### src/rtl/serial_comp_pkg.sv
// Shared types and constants for the bit-serial two's-complement unit.
// Defines the per-word operation encoding and the counter width helper.
package serial_comp_pkg;

  typedef enum logic [1:0] {
    MODE_PASS = 2'd0,
    MODE_NEG  = 2'd1,
    MODE_ABS  = 2'd2,
    MODE_RSVD = 2'd3
  } mode_e;

  localparam int DEFAULT_WIDTH = 8;

  function automatic int cnt_width(input int width);
    return $clog2(width);
  endfunction

endpackage

### src/rtl/serial_negate_cell.sv
// Serial two's-complement negate cell: copies bits up to and including the
// first 1, inverts every bit after it. Acts as a pass-through when neg is low.
module serial_negate_cell (
  input  logic clk,
  input  logic rst,
  input  logic start,
  input  logic en,
  input  logic neg,
  input  logic in_bit,
  output logic out_bit
);

  logic seen_one;

  // start wins over en so a word loaded on the final bit of the previous one
  // begins with a clean history
  always_ff @(posedge clk) begin
    if (rst || start) begin
      seen_one <= 1'b0;
    end else if (en) begin
      seen_one <= seen_one | in_bit;
    end
  end

  assign out_bit = in_bit ^ (neg & seen_one);

endmodule

### src/rtl/serial_twos_comp.sv
// Bit-serial pass / negate / abs unit with word framing and overflow flag.
// Captures LSB-first words, then replays each one through the negate cell.
module serial_twos_comp
  import serial_comp_pkg::*;
#(
  parameter int WIDTH = DEFAULT_WIDTH
) (
  input  logic       clk,
  input  logic       rst,
  input  logic       in_valid,
  input  logic       in_bit,
  input  logic [1:0] mode,
  output logic       out_valid,
  output logic       out_bit,
  output logic       out_last,
  output logic       ovf
);

  localparam int               CW       = cnt_width(WIDTH);
  localparam logic [CW-1:0]    LAST_IDX = CW'(WIDTH - 1);
  localparam logic [WIDTH-1:0] MOST_NEG = {1'b1, {(WIDTH-1){1'b0}}};

  function automatic logic eff_negate(input mode_e m, input logic sign);
    return (m == MODE_NEG) || ((m == MODE_ABS) && sign);
  endfunction

  function automatic logic is_most_neg(input logic [WIDTH-1:0] w);
    return w == MOST_NEG;
  endfunction

  // ---- stage p0: serial capture ----
  logic [CW-1:0]    cnt_p0;
  logic [WIDTH-2:0] cap_p0;
  mode_e            mode_p0;
  logic             done_p0;
  logic [WIDTH-1:0] word_p0;

  assign done_p0 = in_valid && (cnt_p0 == LAST_IDX);
  assign word_p0 = {in_bit, cap_p0};

  always_ff @(posedge clk) begin
    if (rst) begin
      cnt_p0  <= '0;
      mode_p0 <= MODE_PASS;
    end else if (in_valid) begin
      cnt_p0 <= (cnt_p0 == LAST_IDX) ? '0 : cnt_p0 + CW'(1);
      if (cnt_p0 == '0) begin
        mode_p0 <= mode_e'(mode);
      end
    end
  end

  always_ff @(posedge clk) begin
    if (in_valid) begin
      cap_p0 <= word_p0[WIDTH-1:1];
    end
  end

  // ---- stage p1: word emission ----
  logic [WIDTH-1:0] emt_p1;
  logic [CW-1:0]    idx_p1;
  logic             vld_p1;
  logic             neg_p1;
  logic             ovfw_p1;
  logic             cell_bit_p1;
  logic             last_p1;

  // the sign bit is the final accepted bit, i.e. in_bit on the completing edge
  always_ff @(posedge clk) begin
    if (rst) begin
      vld_p1  <= 1'b0;
      idx_p1  <= '0;
      neg_p1  <= 1'b0;
      ovfw_p1 <= 1'b0;
    end else if (done_p0) begin
      vld_p1  <= 1'b1;
      idx_p1  <= '0;
      neg_p1  <= eff_negate(mode_p0, in_bit);
      ovfw_p1 <= eff_negate(mode_p0, in_bit) && is_most_neg(word_p0);
    end else if (vld_p1) begin
      if (idx_p1 == LAST_IDX) begin
        vld_p1 <= 1'b0;
      end else begin
        idx_p1 <= idx_p1 + CW'(1);
      end
    end
  end

  always_ff @(posedge clk) begin
    if (done_p0) begin
      emt_p1 <= word_p0;
    end
  end

  serial_negate_cell u_neg (
    .clk     (clk),
    .rst     (rst),
    .start   (done_p0),
    .en      (vld_p1),
    .neg     (neg_p1),
    .in_bit  (emt_p1[idx_p1]),
    .out_bit (cell_bit_p1)
  );

  assign last_p1   = vld_p1 && (idx_p1 == LAST_IDX);
  assign out_valid = vld_p1;
  assign out_bit   = vld_p1 & cell_bit_p1;
  assign out_last  = last_p1;
  assign ovf       = last_p1 & ovfw_p1;

endmodule

### config.mk
export PLATFORM = sky130hd
export DESIGN_NAME = serial_twos_comp
export DESIGN_NICKNAME = d
export VERILOG_FILES = /design/src/rtl/serial_comp_pkg.sv /design/src/rtl/serial_negate_cell.sv /design/src/rtl/serial_twos_comp.sv
export SDC_FILE = /design/constraint.sdc
export NUM_CORES = 1
export LEC_CHECK = 0
export CORE_UTILIZATION = 49
export DETAILED_ROUTE_END_ITERATION = 16
export GPL_ROUTABILITY_DRIVEN = 0
export PLACE_DENSITY = 0.72
export SETUP_SLACK_MARGIN = 0.05
export SYNTH_ARGS = -nofsm -noshare
export SYNTH_HDL_FRONTEND = slang
export SYNTH_SLANG_ARGS = --single-unit
### constraint.sdc
create_clock -name clk -period 1.3 [get_ports clk]
set_input_delay 0.195 -clock clk [delete_from_list [all_inputs] [get_ports clk]]
set_output_delay 0.195 -clock clk [all_outputs]
set_load 0.005 [all_outputs]
* Word-level counts from Yosys, hierarchy flattened *
Cells that the tools add are included.
Widths: inputs -> output; s select.

word-level totals
  register bits after elaboration = 27
  input bits = 6
  output and inout port bits = 4
  logic and storage cells = 39

operators by class
  add/sub/neg operators = 2
  magnitude comparators = 1
  equality and inequality tests = 5
  multiplexer cells = 6
  bitwise operators = 6
  reductions and logical operators = 10

operators by type and width
  kind                 count
  $eq 8x8->1 const B   1
  $add 3x1->3 const B  2
  $eq 3x3->1 const B   2
  $logic_and 1x1->1    4
  $lt 3x4->1 const B   1
  $mux 1               4
  $reduce_and 2->1     2
  $and 1x1->1          3
  $bmux 1 s3           1
  $logic_not 3->1      1
  $mux 3               1
  $eq 2x1->1 const B   1
  $eq 2x2->1 const B   1
  $logic_or 1x1->1     2
  $reduce_or 2->1      1
  $not 1->1            1
  $or 1x1->1           1
  $xor 1x1->1          1

* Depth between registers and ports, before layout *
Gate-level depths: netlist of the first run.

  depth in word-level cells = 4
  mapped depth = 7
  mapped depth without buffers = 7

* By module *
From an unflattened synthesis of the first run, not the netlist that was laid out.

second synthesis, totals
  cells, all modules = 78
  area, all modules = 1083.5 sq um

by module, submodules not included
  module              instances  cells each  area each (sq um)
  serial_twos_comp    1          73          1036.0
  serial_negate_cell  1          5           47.5

* Least setup slack after synthesis of the first run *
OpenSTA, ideal clock, no wires.

  path kind = register to register
  start point = register cnt_p0[0]
  end point = register u_neg.seen_one
  setup time = 0.069 ns
  data arrival time = 1.270 ns
  required time = 1.231 ns
  path slack = -0.039 ns
  stages on the path, launching flop included = 8
  path buffers = 0
  period minus slack after synthesis = 1.339 ns
  cell sequence = dfxtp_1 ha_1 ha_1 nand2_1 inv_1 nor2_1 nand2_1 o21ai_1

between the ends
  word-level cells in the longest chain between the ends = 3

ends and longest elaborated chain
  item                    RTL line                  text
  start, declared         serial_twos_comp.sv:32    logic [CW-1:0] cnt_p0;
  start signal, assigned  serial_twos_comp.sv:46    cnt_p0 <= (cnt_p0 == LAST_IDX) ? '0 : cnt_p0 + CW'(1);
  $eq 3x3->1              serial_twos_comp.sv:38    assign done_p0 = in_valid && (cnt_p0 == LAST_IDX);
  $logic_and 1x1->1       serial_twos_comp.sv:38
  net done_p0             serial_twos_comp.sv:35    logic done_p0;
  $logic_or 1x1->1        serial_negate_cell.sv:18  if (rst || start) begin
  end signal, assigned    serial_negate_cell.sv:21  seen_one <= seen_one | in_bit;
  end, declared           serial_negate_cell.sv:13  logic seen_one;

The timed path passes the listed nets, and every way through them passes these cells.
A chain may end at the register's enable or synchronous reset.

* Worst setup path after layout of the first run *
  start point = register idx_p1[0]
  end point = output out_bit

between the ends
  word-level cells in the longest chain between the ends = 4

ends and longest elaborated chain
  item                          RTL line                  text
  start, declared               serial_twos_comp.sv:61    logic [CW-1:0] idx_p1;
  start signal, assigned        serial_twos_comp.sv:84    idx_p1 <= idx_p1 + CW'(1);
  $bmux 1 s3                    serial_twos_comp.sv:101   .in_bit (emt_p1[idx_p1]),
  $mux 1 (implied by the code)  serial_twos_comp.sv:101
  $xor 1x1->1                   serial_negate_cell.sv:25  assign out_bit = in_bit ^ (neg & seen_one);
  $and 1x1->1                   serial_twos_comp.sv:107   assign out_bit = vld_p1 & cell_bit_p1;
  end, declared                 serial_twos_comp.sv:14    output logic out_bit,

Every way passes these cells. The select of a mux whose other input is x is not followed.

==> impl_metrics.toml, run 1 <==
[outcome]
run_status = "complete, but fails checks"
failed_checks = "setup timing"

[clocking]
postCtsHoldBufs = 0
clock_path_buffers = 2
cts-root-buf = "clkbuf_4"
cts-buffers-inserted = 3
cts_tree = "built"
cts_max_level = 1
clk_pin_slew_ns = 0.13
cts.sinks = 27
clk_latency_ns = 0.32

[routing]
antenna_left = 0
vias_per_cell = 5.047
first_pass_iters = 2
drt-total-wl_um = 1847
wl_per_cell_um = 12.48
drtIter0Drc = 1
vias = 747
remaining_drc_errors = 0

[sta]
clock_skew_ns = 0.006470
report.final.slew_viol_count = 0
setup_slack_ns = -0.4363
min_period_ns = 1.736
tightest_slew_ns = 0.3546
tns_ns = -1.512
hold_viol_final = 0
fmax_mhz = 575.9
period_share_pct = 133.6
setup_viol = 7
rsz0062_at_grt = "true"
maxSlewHeadroom_pct = 76.03
hold_slack_ns = 0.4692

[power_and_ir_drop]
p_per_area_nw_per_um2 = 945.0
p_leak_nw = 0.5672
ir_drop_v = 0.0008555
finalPower_mw = 1.380

[worst_setup_path]
worstPathArrival_ns = 1.54
critPathLaunchType = "flip-flop"
reg2regPathDepth = 6
rrSetupSlack_ns = -0.16
crit_fanout = 4
worstPathRequired_ns = 1.11
rr_startpoint = "idx_p1[0]$_SDFFE_PP0P_"
worstSetupPathType = "flip-flop to output port"
worstSetupEndpointType = "output port"
crit_start = "idx_p1[0]$_SDFFE_PP0P_"
timing.rr.end = "idx_p1[1]$_SDFFE_PP0P_"
endpoint = "out_bit"

[die]
die_w_um = 49.89
fp.dieH_um = 49.89
row_count = 16
die-area_um2 = 2489
fp.coreArea_um2 = 2062
pin_count = 10
initial_core_util_pct = 54.49

[global_route]
grt_first_pass_wirelength_um = 3001
grt_max_degree = 15
grt-ovfl-total = 0
grt_pass1_vias = 725
grt_antenna_before_repair = 0
gr-usage-all-layers_pct = 16.72

[placement]
io_buffers = 9
pre_cts_slack_ns = -0.5604
dp_cells = 136
dp_hpwl_um = 1333

[logic_synthesis]
yosysTopAreaCell = "edfxtp_1"
synth-seq-area-share_pct = 61.47
syn_area_um2 = 1124
synthCells = 93
synth-seq-cells = 27
avgSynthCellArea_um2 = 12.08
netlist.area_leader.share_pct = 40.09
syn-num-nets = 104
ys_top_cells_by_area = "edfxtp_1 (40%), dfxtp_1 (21%), mux2i_1 (9.8%)"
ys_warn_count = 0
synth_cell_types = 24

[flow_run]
cap_violations = 0

[finish]
insertedDiodeCount = 0
area_growth_pct = 29.96
final_cells = 148
drive_gt1_share_pct = 33.88
nets = 133

[min_path]
hold_path.class = "flip-flop to flip-flop"
-- power breakdown --
part	total (mW)	switching, mW	internal (mW)
Sequential	0.944	0.0198	0.924
Combinational	0.0896	0.0400	0.0496
Clock	0.346	0.226	0.120
-- per-stage QoR --
step / instance area (um^2) / util, %
finish: 1460 / 70.81
CTS: 1374 / 66.63
detailed placement: 1310 / 63.53
global placement: 1310 / 63.53
floorplan: 1134 / -
global route: 1460 / 70.81
-- cells in the mapped netlist --
library cell and number:
dfxtp_1 12, nand4_2 1, nand3b_1 4, inv_1 4, ha_1 5, nor4_1 1
nand2_1 9, and2b_1 1, nor3_1 2, o21ai_1 1, buf_6 1, nor2_1 13
a21oi_1 3, edfxtp_1 15, nand2b_1 1, xnor2_1 1, xor2_1 1, nor4b_1 1
nand3_1 2, and3_1 1, and2_1 1, nand4_1 1, clkbuf_1 1, mux2i_1 11
-- worst max-delay path, cell delays in order (launching register included) --
cell,delay [ns]
dfxtp_4,0.37
buf_6,0.12
mux2i_2,0.20
nand3b_1,0.11
nand4_2,0.12
mux2i_1,0.18
buf_2,0.13
-- logic make-up (layout without fill, tap and decap cells) --
kind of cell             count (synthesis)  in the layout  share of synthesized area [%]
flip-flops                              27             27                          61.47
AO/OA/AOI/OAI                            4              4                          1.781
multiplexers                            11             11                          9.800
XOR/XNOR                                 2              2                          1.559
buffers and inverters                    6             34                          2.672
adder cells (fa/ha/maj)                  5              5                          5.568
AND/OR/NAND/NOR                         38             38                          17.15
-- state kept, by name, summed over array words and instances (netlist names) --
name            flops
emt_p1              8
cap_p0              7
cnt_p0              3
idx_p1              3
mode_p0             2
neg_p1              1
out_valid           1
ovfw_p1             1
u_neg.seen_one      1
-- area by class of cell --
| cell class | instances | area, um^2 |
|---|---|---|
| fillers | 146 | 601.8 |
| well taps | 27 | 33.78 |
| flip-flops and latches | 27 | 699.4 |
| multi-input cells | 60 | 457.9 |
| clock buffers | 4 | 26.28 |
| repair buffers | 26 | 222.7 |
| inverters | 4 | 20.02 |
-- layer usage --
metal  wire (um)  global-route usage (%)
met5           0                       0
met4          25                   5.714
met3          44                   3.704
met2         973                   29.28
met1         804                   20.04
-- worst min-delay path by stage --
stage	startpoint	end	slack, ns	depth (start not counted)
finish	ovfw_p1$_SDFFE_PP0P_	ovfw_p1$_SDFFE_PP0P_	0.47	2
global route	ovfw_p1$_SDFFE_PP0P_	ovfw_p1$_SDFFE_PP0P_	0.49	2
CTS	mode[0]	mode_p0[0]$_SDFFE_PP0P_	0.46	3
detailed placement	cap_p0[0]$_DFFE_PP_	emt_p1[0]$_DFFE_PP_	0.44	0
global placement	cap_p0[0]$_DFFE_PP_	emt_p1[0]$_DFFE_PP_	0.44	0
floorplan	in_bit	cap_p0[6]$_DFFE_PP_	0.29	0
-- layout by cell type (no fill, tap or decap), types with 2 or more instances in the layout --
cell type / Yosys / layout
a21oi_1: 3 / 3
buf_4: 0 / 14
buf_6: 1 / 2
clkbuf_2: 0 / 2
clkbuf_4: 0 / 3
clkdlybuf4s50_1: 0 / 5
dfxtp_1: 12 / 7
dfxtp_2: 0 / 4
edfxtp_1: 15 / 15
ha_2: 0 / 2
ha_4: 0 / 2
inv_1: 4 / 3
mux2i_1: 11 / 10
nand2_1: 9 / 8
nand3_1: 2 / 2
nand3b_1: 4 / 4
nor2_1: 13 / 10
nor2_2: 0 / 3
-- what timing repair did --
| action | in CTS | in global routing |
|---|---|---|
| setup endpoints to repair | 19 | 20 |
| setup buffers | 3 | 5 |
| gates resized for setup | 19 | 13 |
| pin swaps | 3 | 3 |
(Power assumes the default switching activity.)
==> run 2, diff against run 1 <==
--- a/config.mk
+++ b/config.mk
@@ -5,10 +5,10 @@
 export SDC_FILE = /design/constraint.sdc
 export NUM_CORES = 1
 export LEC_CHECK = 0
-export CORE_UTILIZATION = 49
+export CAP_MARGIN = 25
+export CORE_UTILIZATION = 35
 export DETAILED_ROUTE_END_ITERATION = 16
 export GPL_ROUTABILITY_DRIVEN = 0
-export PLACE_DENSITY = 0.72
 export SETUP_SLACK_MARGIN = 0.05
 export SYNTH_ARGS = -nofsm -noshare
 export SYNTH_HDL_FRONTEND = slang
==> run 2 against run 1 <==
Effect of this change:
- the run still ends with setup timing left
- worst setup slack worse by 0.0082 ns
- clock skew up 0.0021 ns
- combinational power up 15%
- fmax down 0.47%
- die area up 38%
- global-route usage down 4.4 points
- clock-buffer cell count unchanged
- critical path type unchanged
- largest power group unchanged
- highest routed layer unchanged
==> impl_metrics.toml, run 2 (synthesized netlist as in run 1, its figures left out) <==
[routing]
wl_per_cell_um = 12.23
vias_per_cell = 4.619
first_pass_iters = 4
drtIter0Drc = 19
antenna_left = 0
vias = 776
drt-total-wl_um = 2055
remaining_drc_errors = 0

[placement]
dp_hpwl_um = 1363
pre_cts_slack_ns = -0.4915
io_buffers = 9

[outcome]
failed_checks = "setup timing"
run_status = "complete, but fails checks"

[sta]
rsz0062_at_grt = "true"
tightest_slew_ns = 0.2452
min_period_ns = 1.745
setup_viol = 7
hold_viol_final = 0
fmax_mhz = 573.2
maxSlewHeadroom_pct = 83.52
report.final.slew_viol_count = 0
setup_slack_ns = -0.4446
clock_skew_ns = 0.008547
period_share_pct = 134.2

[clocking]
cts-root-buf = "clkbuf_4"
clock_path_buffers = 2
cts.sinks = 27
cts_tree = "built"
clk_pin_slew_ns = 0.14
clk_latency_ns = 0.32
cts-buffers-inserted = 3
cts_max_level = 1
postCtsHoldBufs = 0

[worst_setup_path]
worstPathArrival_ns = 1.55
path_common_cell = "mux2i_1"
worstSetupEndpointType = "output port"
max_stage_delay_ns = 0.37
cp_cell_sequence = "buf_6, mux2i_1, nand3_1, nand4_2, mux2i_1, buf_2"
cp_slowest_cell = "dfxtp_4"
worstPathRequired_ns = 1.11
critPathLaunchType = "flip-flop"
worstSetupPathType = "flip-flop to output port"
crit_fanout = 4

[global_route]
grt-ovfl-total = 0
grt_antenna_before_repair = 0
grt_pass1_vias = 761
grt_max_degree = 15
gr-usage-met2_pct = 21.35
gr-usage-all-layers_pct = 12.30
busiest_layer = "met2"
use_met1_pct = 15.23
grt_use_met3_pct = 1.978
grt_first_pass_wirelength_um = 3208

[power_and_ir_drop]
p_per_area_nw_per_um2 = 886.3
p_seq_share_pct = 67.7
p_int_mw = 1.101
finalPower_mw = 1.399
p_switching_uw = 298.5
power_frac_comb_pct = 7.4
p_leak_nw = 0.5929
sw_frac_of_total_pct = 21.33
clkPwrFrac_pct = 24.9
ir_drop_v = 0.0005485

[finish]
top_regs = "emt_p1: 8 flops, cap_p0: 7 flops"
nets = 136
final_cell_mix = "edfxtp_1 (15), buf_4 (14), mux2i_1 (11), nor2_1 (11), nand2_1 (8)"
final_common_cell = "edfxtp_1"
regMostFlops = "emt_p1"
drive_gt1_share_pct = 40.32
largest_reg_flops = 8
insertedDiodeCount = 0
area_growth_pct = 40.53

[die]
pin_count = 10
fp.coreArea_um2 = 3053
initial_core_util_pct = 36.80
die_w_um = 58.66
die-area_um2 = 3441
fp.dieH_um = 58.66
row_count = 20

[min_path]
hold_path.class = "primary input to flip-flop"

[flow_run]
cap_violations = 0
run 2: metal layers:
metal / share of wire (%) / wire length [um]
met3: 1.9 / 40
met5: 0 / 0
met4: 0.83 / 17
met1: 42 / 863
met2: 55 / 1134
run 2: path summary, 6_finish.rpt:
| path | cells after the start | from | endpoint | slack (ns) |
|---|---|---|---|---|
| setup reg to reg | 7 | idx_p1[0]$_SDFFE_PP0P_ | idx_p1[2]$_SDFFE_PP0P_ | -0.23 |
| setup / recovery | 6 | idx_p1[0]$_SDFFE_PP0P_ | out_bit | -0.44 |
| hold / removal | 3 | mode[1] | mode_p0[1]$_SDFFE_PP0P_ | 0.47 |
| hold reg to reg | 2 | ovfw_p1$_SDFFE_PP0P_ | ovfw_p1$_SDFFE_PP0P_ | 0.48 |
run 2: per-stage QoR:
step	instances	hold WS (ns)	TNS, ns	instance area (um^2)	util [%]
after CTS	162	0.4623	-1.548	1403	45.94
after global placement	154	0.4352	-2.035	1339	43.85
after floorplan	93	0.2939	0	1134	-
final	168	0.4709	-1.991	1579	51.72
after detailed placement	154	0.4376	-2.278	1339	43.85
after global routing	168	0.4694	-2.458	1579	51.72
run 2: final cells by class:
cell class,count,area (um^2)
inverters,4,22.52
repair buffers,29,261.5
clock buffers,4,26.28
fillers,284,1474
well taps,44,55.05
flip-flops and latches,27,701.9
multi-input cells,60,511.7
run 2: power groups by stage:
stage / clock network, mW / registers (mW) / logic, mW
after floorplan: 0 / 0.958 / 0.0378
after global placement: 0 / 0.961 / 0.0802
after detailed placement: 0 / 0.963 / 0.0845
after CTS: 0.366 / 0.942 / 0.0857
after global routing: 0.389 / 0.952 / 0.114
final: 0.349 / 0.947 / 0.103
run 2: critical path: cells and delay by family (launching register included):
kind,cells,cell delay (ns)
mux,2,0.40
flops,1,0.37
buf+inv,2,0.25
simple gates,2,0.22
run 2: what timing repair did:
item                       in CTS  in global routing
setup endpoints to repair      11                 22
pin swaps                       3                  4
gates resized for setup        19                 29
setup buffers                   4                  6
